==> src/rtl/wb_test_monitor.sv <==
// ---------------------------------------------------------------------------
// wb_test_monitor
//
// Test-completion monitor for the writeback stage of the RV32I/M pipeline.
// Every cycle it samples the writeback bus and does three things:
//   - pushes signature words into a small FIFO;
//   - detects the halt marker;
//   - runs a cycle-count watchdog.
// A bench or debug port drains the FIFO and watches the sticky status flags
// to decide when to stop the run.
//
// Configuration macro: WB_TEST_MONITOR_TIMEOUT_EN
//   defined   - the watchdog moves the monitor to TIMEOUT after TIMEOUT cycles
//   undefined - timeout stays 0 and only the halt marker ends RUN
//
// Ports
//   clk           in   clock
//   rst           in   asynchronous reset, active-low
//   wb_valid      in   writeback slot valid
//   wb_wr         in   instruction is a store (sample ignored when 1)
//   wb_data       in   writeback result
//   sig_rd_en     in   pop request
//   sig_rd_data   out  popped word (registered)
//   sig_rd_valid  out  sig_rd_data valid this cycle
//   sig_count     out  FIFO occupancy
//   sig_empty     out  occupancy == 0
//   sig_full      out  occupancy == SIG_DEPTH
//   overflow      out  sticky: a capture was dropped
//   halted        out  sticky: halt marker seen
//   timeout       out  sticky: watchdog expired
//   cycle_count   out  cycles spent in RUN (saturating)
// ---------------------------------------------------------------------------
module wb_test_monitor #(
    parameter int unsigned       DATA_W    = 32,
    parameter int unsigned       SIG_DEPTH = 16,
    parameter logic [DATA_W-1:0] SIG_MARK  = 32'h00000f00,
    parameter logic [DATA_W-1:0] SIG_MASK  = 32'hffffffff,
    parameter logic [DATA_W-1:0] HALT_MARK = 32'hcafebeef,
    parameter int unsigned       TIMEOUT   = 500,
    parameter int unsigned       CNT_W     = 32
) (
    input  logic                         clk,
    input  logic                         rst,
    input  logic                         wb_valid,
    input  logic                         wb_wr,
    input  logic [DATA_W-1:0]            wb_data,
    input  logic                         sig_rd_en,
    output logic [DATA_W-1:0]            sig_rd_data,
    output logic                         sig_rd_valid,
    output logic [$clog2(SIG_DEPTH):0]   sig_count,
    output logic                         sig_empty,
    output logic                         sig_full,
    output logic                         overflow,
    output logic                         halted,
    output logic                         timeout,
    output logic [CNT_W-1:0]             cycle_count
);

    // Pointers address SIG_DEPTH entries; the occupancy counter is one bit
    // wider so that "full" (== SIG_DEPTH) is representable.
    localparam int unsigned PTR_W  = $clog2(SIG_DEPTH);
    localparam int unsigned OCC_W  = PTR_W + 1;
    localparam logic [OCC_W-1:0] OCC_FULL = OCC_W'(SIG_DEPTH);

    typedef enum logic [1:0] {
        ST_RUN     = 2'd0,
        ST_HALTED  = 2'd1,
        ST_TIMEOUT = 2'd2
    } state_e;

    // -----------------------------------------------------------------------
    // State
    // -----------------------------------------------------------------------
    state_e               state_q;
    logic [CNT_W-1:0]     cycle_count_q;
    logic                 halted_q;
    logic                 timeout_q;

    logic [DATA_W-1:0]    mem_q [SIG_DEPTH];
    logic [PTR_W-1:0]     wr_ptr_q,   wr_ptr_d;
    logic [PTR_W-1:0]     rd_ptr_q,   rd_ptr_d;
    logic [OCC_W-1:0]     occ_q,      occ_d;
    logic                 overflow_q, overflow_d;
    logic [DATA_W-1:0]    rd_data_q,  rd_data_d;
    logic                 rd_valid_q, rd_valid_d;

    // -----------------------------------------------------------------------
    // Sample decode
    // -----------------------------------------------------------------------
    logic in_run;
    logic qualified;
    logic halt_hit;
    logic sig_hit;
    logic wdog_hit;
    logic cnt_sat;

    assign in_run    = (state_q == ST_RUN);
    assign qualified = wb_valid & ~wb_wr;
    assign halt_hit  = in_run & qualified & (wb_data == HALT_MARK);
    // A word that is also the halt marker is never captured.
    assign sig_hit   = in_run & qualified & ~halt_hit &
                       ((wb_data & SIG_MASK) == (SIG_MARK & SIG_MASK));
    assign cnt_sat   = &cycle_count_q;

`ifdef WB_TEST_MONITOR_TIMEOUT_EN
    // Fires on the edge where the counter moves from TIMEOUT-1 to TIMEOUT;
    // a coincident halt takes priority.
    assign wdog_hit  = in_run & ~halt_hit &
                       (cycle_count_q == CNT_W'(TIMEOUT - 1));
`else
    logic unused_timeout_cfg;
    assign unused_timeout_cfg = (TIMEOUT == 0);
    assign wdog_hit  = 1'b0;
`endif

    // -----------------------------------------------------------------------
    // Run-control FSM, cycle counter and sticky termination flags
    // -----------------------------------------------------------------------
    // NOTE: sequential state uses non-blocking assignments so every flop
    // samples the pre-edge values, independent of statement order.
    always_ff @(posedge clk or negedge rst) begin
        if (!rst) begin
            state_q       <= ST_RUN;
            cycle_count_q <= '0;
            halted_q      <= 1'b0;
            timeout_q     <= 1'b0;
        end else begin
            case (state_q)
                ST_RUN: begin
                    // The terminating cycle is itself a RUN cycle and counts.
                    if (!cnt_sat) begin
                        cycle_count_q <= cycle_count_q + CNT_W'(1);
                    end
                    if (halt_hit) begin
                        state_q  <= ST_HALTED;
                        halted_q <= 1'b1;
                    end else if (wdog_hit) begin
                        state_q   <= ST_TIMEOUT;
                        timeout_q <= 1'b1;
                    end
                end
                ST_HALTED,
                ST_TIMEOUT: begin
                    // Terminal: counter frozen, only reset leaves.
                    state_q <= state_q;
                end
                default: begin
                    state_q <= ST_RUN;
                end
            endcase
        end
    end

    // -----------------------------------------------------------------------
    // Signature FIFO control
    // -----------------------------------------------------------------------
    logic fifo_empty;
    logic fifo_full;
    logic do_pop;
    logic do_push;
    logic drop;

    assign fifo_empty = (occ_q == '0);
    assign fifo_full  = (occ_q == OCC_FULL);
    assign do_pop     = sig_rd_en & ~fifo_empty;
    // A pop in the same cycle frees the slot, so a full FIFO still accepts.
    assign do_push    = sig_hit & (~fifo_full | do_pop);
    assign drop       = sig_hit & fifo_full & ~do_pop;

    // NOTE: every signal driven here gets a default first, so no path leaves
    // it unassigned and no latch is inferred.
    always_comb begin
        wr_ptr_d   = wr_ptr_q;
        rd_ptr_d   = rd_ptr_q;
        occ_d      = occ_q;
        overflow_d = overflow_q | drop;
        rd_valid_d = do_pop;
        rd_data_d  = rd_data_q;

        if (do_push) begin
            wr_ptr_d = wr_ptr_q + PTR_W'(1);
        end
        if (do_pop) begin
            rd_ptr_d  = rd_ptr_q + PTR_W'(1);
            rd_data_d = mem_q[rd_ptr_q];
        end

        case ({do_push, do_pop})
            2'b10:   occ_d = occ_q + OCC_W'(1);
            2'b01:   occ_d = occ_q - OCC_W'(1);
            default: occ_d = occ_q;
        endcase
    end

    always_ff @(posedge clk or negedge rst) begin
        if (!rst) begin
            wr_ptr_q   <= '0;
            rd_ptr_q   <= '0;
            occ_q      <= '0;
            overflow_q <= 1'b0;
            rd_data_q  <= '0;
            rd_valid_q <= 1'b0;
        end else begin
            wr_ptr_q   <= wr_ptr_d;
            rd_ptr_q   <= rd_ptr_d;
            occ_q      <= occ_d;
            overflow_q <= overflow_d;
            rd_data_q  <= rd_data_d;
            rd_valid_q <= rd_valid_d;
        end
    end

    // NOTE: the storage array has no reset; clearing the pointers and the
    // occupancy is enough to discard its contents, and it maps onto plain RAM.
    always_ff @(posedge clk) begin
        if (do_push) begin
            mem_q[wr_ptr_q] <= wb_data;
        end
    end

    // -----------------------------------------------------------------------
    // Outputs
    // -----------------------------------------------------------------------
    assign sig_rd_data  = rd_data_q;
    assign sig_rd_valid = rd_valid_q;
    assign sig_count    = occ_q;
    assign sig_empty    = fifo_empty;
    assign sig_full     = fifo_full;
    assign overflow     = overflow_q;
    assign halted       = halted_q;
    assign timeout      = timeout_q;
    assign cycle_count  = cycle_count_q;

endmodule

==> config.mk <==
export PLATFORM = sky130hd
export DESIGN_NAME = wb_test_monitor
export DESIGN_NICKNAME = d
export VERILOG_FILES = /design/src/rtl/wb_test_monitor.sv
export SDC_FILE = /design/constraint.sdc
export NUM_CORES = 1
export LEC_CHECK = 0
export CORE_MARGIN = 1.5
export CORE_UTILIZATION = 35
export CTS_BUF_LIST = sky130_fd_sc_hd__clkbuf_16
export CTS_CLUSTER_SIZE = 12
export DETAILED_ROUTE_END_ITERATION = 12
export SETUP_SLACK_MARGIN = 0.2
export SYNTH_ARGS = -nofsm -noshare
export SYNTH_HDL_FRONTEND = slang
export SYNTH_SLANG_ARGS = --single-unit
==> constraint.sdc <==
create_clock -name clk -period 4.96 [get_ports clk]
set_input_delay 0.496 -clock clk [delete_from_list [all_inputs] [get_ports clk]]
set_output_delay 0.496 -clock clk [all_outputs]
set_load 0.05 [all_outputs]
-- Word-level counts from Yosys, hierarchy flattened
Memory sizes are Yosys's and may differ from the RTL's. A register that Yosys moved wholly into a read port is not among the register bits.
Cells that the tools add are included.
- add/sub/neg operators: 5
- equality and inequality tests: 8
- muxes and demuxes: 5
- bitwise gates (word level): 18
- reduce and logical (&&, ||, !) cells: 9
- operators by type and width (kind ; count):
    32-bit by 1-bit adder with 32-bit output (second input constant) ; 1
    32-bit by 12-bit equality test with 1-bit output (second input constant) ; 1
    32-bit equality test (second input constant) ; 1
    32-bit AND reduction ; 1
    5-bit case mux with 2 select lines ; 1
    1-bit AND ; 9
    4-bit by 1-bit adder with 4-bit output (second input constant) ; 2
    1-bit inverter ; 7
    2-bit AND reduction ; 3
    5-bit by 1-bit adder with 5-bit output (second input constant) ; 1
    5-bit equality test (second input constant) ; 1
    5-bit zero test ; 1
    5-bit by 1-bit subtractor with 5-bit output (second input constant) ; 1
    2-bit by 1-bit equality test with 1-bit output (second input constant) ; 2
    2-bit equality test (second input constant) ; 2
    2-bit case mux with 2 select lines ; 1
    2-bit zero test ; 1
    1-bit 2-to-1 mux ; 2
    2-bit 2-to-1 mux ; 1
    2-bit by 1-bit != test with 1-bit output (second input constant) ; 1
    1-bit OR ; 2
    2-bit nonzero test ; 1
    2-bit OR reduction ; 1
    1-bit zero test ; 1
- register bits after elaboration: 50
- memory bits (writable): 512
- bits of input ports: 37
- output and inout bits: 75
- logic and storage cells: 54
- memories: 1
- memories (name ; words ; width ; read ports ; clocked after Yosys merged registers in ; write ports ; RTL line ; source):
    mem_q ; 16 ; 32 ; 1 ; 1 ; 1 ; 79 ; logic [DATA_W-1:0] mem_q [SIG_DEPTH];

-- Longest topological paths before layout
Gate-level depths: netlist of the first run.
- depth after elaboration: 10
- mapped depth: 11
- depth with buffers taken out: 10

-- Worst setup path after synthesis of the first run
OpenSTA, ideal clock, no wires.
- kind: in2reg
- start point: input wb_data[2]
- end point: memory mem_q[3][0] (enable)
- arrival: 3.803 ns
- required time: 4.499 ns
- setup slack: 0.696 ns
- stages: 7
- cell sequence: nor4_1 -> nand4_1 -> nor3_2 -> nor2b_1 -> buf_2 -> nand2_1 -> nor3_1
- cells in the longest elaborated chain, start to end: 8
- elaborated cells on any way between the ends: 9
- those cells by class: 2 x eq/ne; 2 x mux; 5 x bitwise
- ends and longest elaborated chain (item ; RTL line ; source):
    from (decl) ; 46 ; input logic [DATA_W-1:0] wb_data,
    32-bit equality test ; 99 ; assign halt_hit = in_run & qualified & (wb_data == HALT_MARK);
    1-bit AND ; 99 ;
    1-bit inverter ; 101 ; assign sig_hit = in_run & qualified & ~halt_hit &
    1-bit AND ; 101 ;
    1-bit AND (*) ; 101 ;
    1-bit AND (*) ; 167 ; assign do_push = sig_hit & (~fifo_full | do_pop);
    1-bit 2-to-1 mux (*) ; 216 ; if (do_push) begin
    1-bit 2-to-1 mux (not written as such) (*) ; 217 ; mem_q[wr_ptr_q] <= wb_data;
    to (decl) ; 79 ;
Every way passes the cells marked *; elsewhere a longest branch is shown, timed or not.

-- Final worst setup path of the first run
- start point: input wb_data[4]
- end point: memory mem_q[9][9] (enable)
Same word-level chain as after synthesis.

==> impl_metrics.csv, run 1 <==
group,metric,value,unit
detailed_routing,via_count,11076,
timing,grt_setup_unrepaired,"false",
finish,layout.nets,1343,
clocking,clk_pin_slew,0.06,ns
finish,diodes,0,
outcome,status,"complete, no violations",
yosys,yosys-top-cells-area,"edfxtp_1, mux4_2, dfrtp_1",
timing,min_period,3.92,ns
die,std_cell_rows,93,
placement,place_hpwl,32800,um
die,placeableCoreArea,64700,um2
yosys,synth.ff_latch_count,593,
yosys,synthXorXnorAreaFrac,0.0152,
clocking,clockRootBuffer,"clkbuf_16",
clocking,clk_latency,0.64,ns
timing,tightest_slew,1.16,ns
yosys,synth_compound_area_frac,0.00452,
yosys,synthArstFlopShare,0.137,
die,die_area,67300,um2
grt,grt_pass1_wl,79100,um
yosys,yosys.area_share.adder,0.00577,
die,io_pins,112,
yosys,synth_top_family_by_area,"multiplexers",
yosys,ys_seq_area_frac,0.757,
timing,setup_viol,0,
grt,grt_max_degree,67,
detailed_routing,drtAntennaViolNets,0,
clocking,clock-sinks,593,
yosys,ys.flop_type,"edfxtp_1",
finish,synthToLayoutAreaGrowth,19.4,%
setup_path,worst-path-max-fanout,13,
worst_hold_path,hold_path_class,"input port to asynchronous set/reset pin",
yosys,avgSynthCellArea,20.8,um2
placement,port_buffers,110,
timing,drv_slew,0,
yosys,yosys.area_share.simple,0.0467,
yosys,ys.warnings.count,0,
clocking,cts_setup_buffers,0,
yosys,synth_edf_count,512,
setup_path,path_delay_family,"simple AND/OR/NAND/NOR gates",
pwr,power_density,375,nW/um2
setup_path,path_class,"input port to flop",
detailed_routing,via_per_inst,5.03,
setup_path,path_buf_inv,2,
grt,grt_pass1_vias,11909,
setup_path,cp_cell_sequence,"clkdlybuf4s50_1 > nor4b_1 > nand4b_1 > nor3_2 > nor2b_1 > nand2_1 > nor2_4 > buf_4",
clocking,h-tree-depth,2,
grt,overflow,0,
setup_path,arrival,4.23,ns
detailed_routing,drt-pass1-iter-count,5,
yosys,postSynthCellCount,1105,
timing,final_hold_viol_count,0,
setup_path,slowest_delay,0.82,ns
placement,place.gp.congestion,0.768,
setup_path,required,5.26,ns
finish,fillers,5692,
clocking,clockBufferDepth,3,
pwr,total_power,10.3,mW
pwr,irDropWorstVdd,274,uV
finish,area.sequential,17400,um2
detailed_routing,avgRoutedWirePerCell,24.1,um
detailed_routing,route.detailed.drc,0,
yosys,yosysTopAreaCell,"edfxtp_1",
finish,drive_above_1_share,0.251,
setup_path,cp-end-kind,"flop",
grt,antenna_found_initial,1,
timing,slew_headroom,0.224,
timing,skew,0.0258,ns
grt,grt_usage,0.160,
setup_path,startpoint_type,"input port",
detailed_routing,wl,53100,um
yosys,synth_top_area_frac,0.669,
clocking,cts_made_buffers,61,
finish,layout_commonest_cell,"edfxtp_1",
flow_run,max_cap_violations,0,
clocking,tritoncts,"built",
finish,final_cell_mix,"edfxtp_1, mux4_2, nand2_1",
detailed_routing,drt-initial-drc-count,948,
timing,max_clock_freq,255,MHz
timing,min_period_over_period,0.791,
finish,multi_input_area,5440,um2
yosys,synth.area.mux_share,0.159,
setup_path,cpMaxStageDelayCell,"nor4b_1",
die,die_w,259,um
die,die_y,259,um
yosys,synth.cell_area,23000,um2
timing,finalSetupTns,0,ns
pwr,p_leak,9.10,nW
yosys,ys_types,43,
yosys,synth_nets,1152,
die,start_util,0.355,
[what timing repair did]
item                      4_1_cts  5_1_grt
gates resized for setup         0        0
hold endpoints to repair       15        0
hold buffers                    1        0
[state kept, by name (all words and copies together) (netlist names)]
name and cells:
sig_rd_data 32, state_q 1, halted 1, sig_rd_valid 1, wr_ptr_q 4, sig_count 5
overflow 1, rd_ptr_q 4, mem_q 512, cycle_count 32
[cells in the mapped netlist, drive strengths merged (2+ instances only)]
| cell | n |
|---|---|
| edfxtp | 512 |
| mux4 | 160 |
| nand2 | 121 |
| dfrtp | 81 |
| nor2 | 32 |
| buf | 30 |
| xnor2 | 24 |
| clkbuf | 19 |
| xor2 | 16 |
| nand4 | 13 |
| nor3 | 13 |
| nand3 | 12 |
| ha | 9 |
| inv | 8 |
| nor4 | 7 |
| nand2b | 6 |
| mux2 | 5 |
| nor4b | 4 |
| or4 | 4 |
| a211oi | 3 |
| a21o | 3 |
| a21oi | 3 |
| and3 | 3 |
| and4 | 3 |
| nand4b | 3 |
| or3 | 3 |
| o21ai | 2 |
[worst paths after layout]
path	from	to	slack, ns	cells past startpoint
max	wb_data[4]	mem_q[9][9]	1.04	8
min	rst	sig_rd_data[16]	0.31	2
max reg2reg	state_q[0]	mem_q[9][9]	1.07	7
min reg2reg	sig_rd_data[10]	sig_rd_data[10]	0.47	2
max in group asynchronous	rst	rd_ptr_q[1]	3.35	3
min in group clk	sig_rd_data[10]	sig_rd_data[10]	0.47	2
[report_power, final]
| group | switching [mW] | leakage [nW] | internal [mW] |
|---|---|---|---|
| clock | 1.89 | 0.977 | 2.28 |
| combinational | 0.427 | 2.42 | 0.183 |
| sequential | 0.0372 | 5.70 | 5.49 |
| total | 2.35 | 9.10 | 7.95 |
[layout make-up]
class | instances | area share
inverters | 8 | 0.00109
repair buffers | 177 | 0.0620
clock inverters | 51 | 0.0106
well taps | 855 | 0.0389
clock buffers | 61 | 0.0556
flip-flops and latches | 593 | 0.634
multi-input cells | 455 | 0.198
[worst reg2reg max path, stage by stage (launching register included)]
cell      delay [ns]
dfrtp_1         0.48
nor4b_1         0.81
nand4b_1        0.26
nor3_2          0.51
nor2b_1         0.37
nand2_1         0.31
nor2_4          0.44
buf_4           0.38
[routing by layer]
metal	GRT usage	vias up	routed length (um)
met1	0.218	5880	23100
met3	0.0300	70	2840
li1	-	4840	-
met2	0.266	284	26100
met4	0.0425	2	1090
met5	0	-	10
[cell families (layout without fill, tap and decap cells)]
logic type / after synthesis / count (layout)
compound gates: 13 / 13
xor+xnor: 40 / 40
fa+ha+maj: 10 / 10
buf+inv: 57 / 297
flops: 593 / 593
mux: 165 / 165
other cells: 1 / 1
simple gates: 226 / 226
[stage by stage]
stage,std cells,area (um2),hold WS (ns),setup slack [ns],util
2_1_floorplan,1105,23000,0.200,0.696,-
6_report,2200,27500,0.306,1.04,0.425
4_1_cts,2200,27500,0.313,1.08,0.425
3_3_place_gp,2087,25600,0.417,0.546,0.396
5_1_grt,2200,27500,0.349,0.752,0.425
3_5_place_dp,2087,25600,0.418,0.417,0.396
No activity file was read; power rests on OpenSTA's default activity.
==> run 2: changes to the inputs <==
==> constraint.sdc (replaced) <==
create_clock -name clk -period 3.8 [get_ports clk]
set_input_delay 0.38 -clock clk [delete_from_list [all_inputs] [get_ports clk]]
set_output_delay 0.38 -clock clk [all_outputs]
set_load 0.05 [all_outputs]
==> impl_metrics.csv, run 2 (synthesis gave the netlist of run 1 again) <==
group,metric,value,unit
die,die_y,259,um
pwr,internal_power,10.5,mW
finish,synthToLayoutAreaGrowth,21.9,%
clocking,h-tree-depth,2,
clocking,tritoncts,"built",
timing,slew_headroom,0.314,
setup_path,cp-end-kind,"flop",
grt,grt_max_degree,70,
clocking,clockRootBuffer,"clkbuf_16",
finish,layout.nets,1378,
timing,grt_setup_unrepaired,"false",
pwr,swShare,0.223,
timing,min_period,3.28,ns
die,std_cell_rows,93,
grt,grt_pass1_vias,12089,
die,die_area,67300,um2
placement,port_buffers,110,
grt,overflow,0,
setup_path,required,4.09,ns
finish,fin_area,28000,um2
detailed_routing,via_per_inst,5.13,
finish,diodes,0,
setup_path,worst-path-max-fanout,32,
pwr,total_power,13.4,mW
finish,layout_commonest_cell,"edfxtp_1",
detailed_routing,avgRoutedWirePerCell,24.1,um
setup_path,arrival,3.57,ns
pwr,combPwrFrac,0.059,
pwr,power_density,480,nW/um2
timing,min_period_over_period,0.864,
die,io_pins,112,
detailed_routing,drtAntennaViolNets,0,
timing,drv_slew,0,
clocking,cts_made_buffers,60,
setup_path,r2r_slack,0.52,ns
setup_path,path_class,"flop to flop",
setup_path,reg2regPathDepth,9,
placement,post-place-ws,-0.0491,ns
finish,final_cell_mix,"edfxtp_1, mux4_2, nand2_1",
placement,place.gp.congestion,0.790,
detailed_routing,drt-pass1-iter-count,5,
clocking,clk_pin_slew,0.06,ns
grt,grt_pass1_wl,80700,um
detailed_routing,route.detailed.drc,0,
detailed_routing,via_count,11482,
worst_hold_path,hold_path_class,"input port to asynchronous set/reset pin",
detailed_routing,wl,53800,um
timing,skew,0.0428,ns
pwr,clkPwrFrac,0.404,
die,placeableCoreArea,64700,um2
die,die_w,259,um
outcome,status,"complete, no violations",
clocking,clockBufferDepth,3,
clocking,clock-sinks,593,
finish,post-route-util,0.433,
flow_run,max_cap_violations,0,
setup_path,startpoint_type,"flop",
timing,tightest_slew,1.03,ns
grt,grt_usage,0.163,
timing,max_clock_freq,305,MHz
timing,setup_slack,0.516,ns
timing,final_hold_viol_count,0,
detailed_routing,drt-initial-drc-count,1066,
placement,dp.cells,2123,
timing,setup_viol,0,
finish,top_register,"mem_q",
clocking,cts_setup_buffers,0,
pwr,p_seq_frac,0.537,
grt,antenna_found_initial,1,
clocking,clk_latency,0.65,ns
pwr,p_sw,2.99,mW
die,start_util,0.355,
finish,largest_register_ffs,512,
finish,drive_above_1_share,0.267,
placement,place_hpwl,33300,um
finish,layoutNonFillerInstCount,2237,
pwr,p_leak,9.36,nW
pwr,irDropWorstVdd,459,uV
placement,postPlaceCellArea,26200,um2
[run 2: changes by cell type in the layout (fill, tap and decap cells not counted)]
| cell | delta |
|---|---|
| nor3_4 | +4 |
| nor3_2 | -4 |
| inv_1 | +8 |
| clkinv_1 | -2 |
| inv_16 | -1 |
| buf_4 | +15 |
| buf_12 | +21 |
| clkinvlp_4 | -2 |
| clkinv_2 | -3 |
| clkbuf_16 | -1 |
| bufinv_16 | +2 |
[run 2: area by class of cell]
| class | instances | area (um2) |
|---|---|---|
| Tap cell | 855 | 1070 |
| Sequential cell | 593 | 17400 |
| Clock buffer | 60 | 1500 |
| Fill cell | 5610 | 36700 |
| Clock inverter | 53 | 324 |
| Timing Repair Buffer | 213 | 2240 |
| Inverter | 8 | 30.0 |
| Multi-Input combinational cell | 455 | 5460 |
[run 2: metal layers]
layer	vias up	wire, um	global-route usage	share of wire
met4	2	1100	0.0439	0.020
met5	-	12	0	0.00022
met3	82	2700	0.0276	0.050
met2	305	27000	0.274	0.50
met1	6162	23000	0.221	0.43
li1	4931	-	-	-
[run 2: metrics by stage]
| step | hold slack (ns) | TNS (ns) |
|---|---|---|
| after floorplan | 0.0844 | 0 |
| after global placement | 0.460 | -3.60 |
| after detailed placement | 0.465 | -1.50 |
| after CTS | 0.479 | 0 |
| after global routing | 0.490 | 0 |
| final | 0.467 | 0 |
[run 2: worst paths after layout]
kind | from | to
min in group clk | sig_rd_data[11] | sig_rd_data[11]
hold reg to reg | sig_rd_data[11] | sig_rd_data[11]
hold / removal | rst | sig_rd_data[22]
setup / recovery | state_q[0] | mem_q[0][14]
setup reg to reg | state_q[0] | mem_q[0][14]
max in group asynchronous | rst | rd_ptr_q[1]
[run 2: repair_timing]
| item | CTS | global route |
|---|---|---|
| gates resized for setup | 0 | 0 |
| endpoints found under the hold margin | 64 | 0 |
| endpoints found under the setup margin | 0 | 0 |
| hold buffers | 1 | 0 |
[run 2: power groups by stage]
stage               clock network [mW]  logic (mW)  registers (mW)
floorplan                            0      0.0721            7.67
global placement                     0       0.794            7.35
detailed placement                   0       0.800            7.36
CTS                               5.57       0.803            7.22
global route                      5.83       0.837            7.23
finish                            5.43       0.790            7.22
[run 2: critical path, stage by stage, from the launching register on]
cell,delay (ns)
dfrtp_1,0.48
nor4b_1,0.72
nand4b_1,0.23
nor3_2,0.25
buf_4,0.17
nor2b_1,0.20
buf_4,0.17
nand2_1,0.23
nor3_4,0.23
buf_12,0.27
==> run 3: changes to the inputs <==
--- a/config.mk
+++ b/config.mk
@@ -6,10 +6,11 @@
 export NUM_CORES = 1
 export LEC_CHECK = 0
 export CORE_MARGIN = 1.5
-export CORE_UTILIZATION = 35
+export CORE_UTILIZATION = 60
 export CTS_BUF_LIST = sky130_fd_sc_hd__clkbuf_16
 export CTS_CLUSTER_SIZE = 12
 export DETAILED_ROUTE_END_ITERATION = 12
+export PLACE_DENSITY = 0.79
 export SETUP_SLACK_MARGIN = 0.2
 export SYNTH_ARGS = -nofsm -noshare
 export SYNTH_HDL_FRONTEND = slang
==> impl_metrics.csv, run 3 (synthesis gave the netlist of run 1 again) <==
group,metric,value,unit
clocking,clk_latency,0.60,ns
detailed_routing,drtAntennaViolNets,0,
die,die_area,39500,um2
timing,final_hold_viol_count,0,
die,io_pins,112,
setup_path,cp-end-kind,"flop",
timing,drv_slew,0,
clocking,cts_made_buffers,57,
grt,grt_pass1_vias,12178,
flow_run,max_cap_violations,0,
finish,final_cell_mix,"edfxtp_1, mux4_2, nand2_1",
timing,max_clock_freq,284,MHz
finish,top_register,"mem_q",
detailed_routing,via_count,11734,
setup_path,arrival,3.80,ns
clocking,h-tree-depth,2,
clocking,post_cts_resized,0,
die,die_y,199,um
placement,port_buffers,110,
pwr,p_sw,2.86,mW
setup_path,startpoint_type,"input port",
timing,slew_headroom,0.179,
finish,post-route-util,0.723,
clocking,clockBufferDepth,3,
placement,dp.cells,1755,
timing,hold_ws,0.458,ns
grt,antenna_found_initial,1,
die,placeableCoreArea,37700,um2
detailed_routing,avgRoutedWirePerCell,29.2,um
clocking,tritoncts,"built",
grt,overflow,0,
detailed_routing,drt-initial-drc-count,1147,
timing,setup_viol,0,
finish,synthToLayoutAreaGrowth,18.3,%
pwr,irDropWorstVdd,560,uV
setup_path,path_class,"input port to flop",
setup_path,cp_cell_sequence,"clkdlybuf4s50_1 > nor4_1 > nand4_1 > nor3_2 > nor2b_1 > buf_4 > nand2_1 > nor3_4 > buf_12",
setup_path,cpMaxStageDelayCell,"nor4_1",
setup_path,worst-path-max-fanout,18,
finish,layoutNonFillerInstCount,1860,
timing,min_period,3.52,ns
outcome,status,"complete, no violations",
grt,grt_max_degree,58,
timing,grt_setup_unrepaired,"false",
timing,tightest_slew,1.23,ns
clocking,clock-sinks,593,
pwr,power_density,476,nW/um2
grt,grt_pass1_wl,80100,um
clocking,clockRootBuffer,"clkbuf_16",
pwr,internal_power,10.1,mW
setup_path,path_buf_inv,3,
detailed_routing,via_per_inst,6.31,
clocking,clk_pin_slew,0.06,ns
pwr,clkPwrFrac,0.381,
setup_path,required,4.08,ns
pwr,p_seq_frac,0.558,
pwr,swShare,0.221,
pwr,total_power,12.9,mW
finish,largest_register_ffs,512,
die,die_w,199,um
pwr,p_leak,9.16,nW
detailed_routing,drt-pass1-iter-count,5,
finish,fillers,2166,
grt,grt_usage,0.290,
placement,place.gp.congestion,0.807,
die,start_util,0.611,
die,std_cell_rows,71,
finish,layout_commonest_cell,"edfxtp_1",
setup_path,slowest_delay,0.67,ns
timing,min_period_over_period,0.926,
finish,multi_input_area,5460,um2
placement,place_hpwl,30900,um
timing,setup_slack,0.282,ns
worst_hold_path,hold_path_class,"input port to asynchronous set/reset pin",
timing,skew,0.0202,ns
setup_path,path_delay_family,"simple AND/OR/NAND/NOR gates",
finish,layout.nets,1351,
detailed_routing,route.detailed.drc,0,
finish,drive_above_1_share,0.249,
finish,area.sequential,17400,um2
detailed_routing,wl,54300,um
pwr,combPwrFrac,0.061,
placement,post-place-ws,-0.147,ns
==> run 3: changes by cell type in the layout (fill, tap and decap cells not counted), sizes merged <==
cell | previous run | this run
buf | 103 | 79
bufinv | 3 | 0
clkbuf | 60 | 57
clkinv | 16 | 5
diode | 0 | 1
inv | 42 | 49
==> run 3: final timing paths <==
path	from	end	slack, ns	cells past startpoint
min in group clk	overflow	overflow	0.46	1
max in group asynchronous	rst	sig_rd_data[11]	2.43	3
setup / recovery	wb_data[30]	mem_q[3][10]	0.28	9
setup reg to reg	state_q[0]	mem_q[3][10]	0.71	8
hold reg to reg	overflow	overflow	0.46	1
hold / removal	rst	cycle_count[12]	0.46	2
==> run 3: metal layers <==
layer	global-route usage	routed length [um]	vias up
met5	0	0	-
met2	0.478	27300	643
met4	0.106	1900	0
met3	0.0617	4760	113
li1	-	-	4860
met1	0.389	20300	6118
==> run 3: power by group through the flow <==
stage	registers [mW]	clock network, mW	logic [mW]
after detailed placement	7.35	0	0.788
after CTS	7.22	5.00	0.797
after floorplan	7.67	0	0.0721
after global placement	7.35	0	0.774
after global routing	7.23	5.23	0.836
final	7.22	4.93	0.792
==> run 3: area by class of cell <==
type,count,share of cell area
sequential,593,0.640
clock buffer,57,0.0524
clock inverter,46,0.00648
inverter,8,0.00110
tap,511,0.0235
antenna,1,0.0000919
timing repair buffer,189,0.0760
multi-input combinational,455,0.201
==> run 3: repair_timing <==
item / CTS / global route
buffers inserted: 0 / 0
hold buffers: 1 / 0
endpoints found under the hold margin: 56 / 0
==> run 3: stage by stage <==
| stage | TNS (ns) | instance area (um2) |
|---|---|---|
| after global routing | 0 | 27200 |
| after detailed placement | -24.45 | 25600 |
| after floorplan | 0 | 23000 |
| final | 0 | 27200 |
| after global placement | -19.76 | 25600 |
| after CTS | 0 | 27200 |
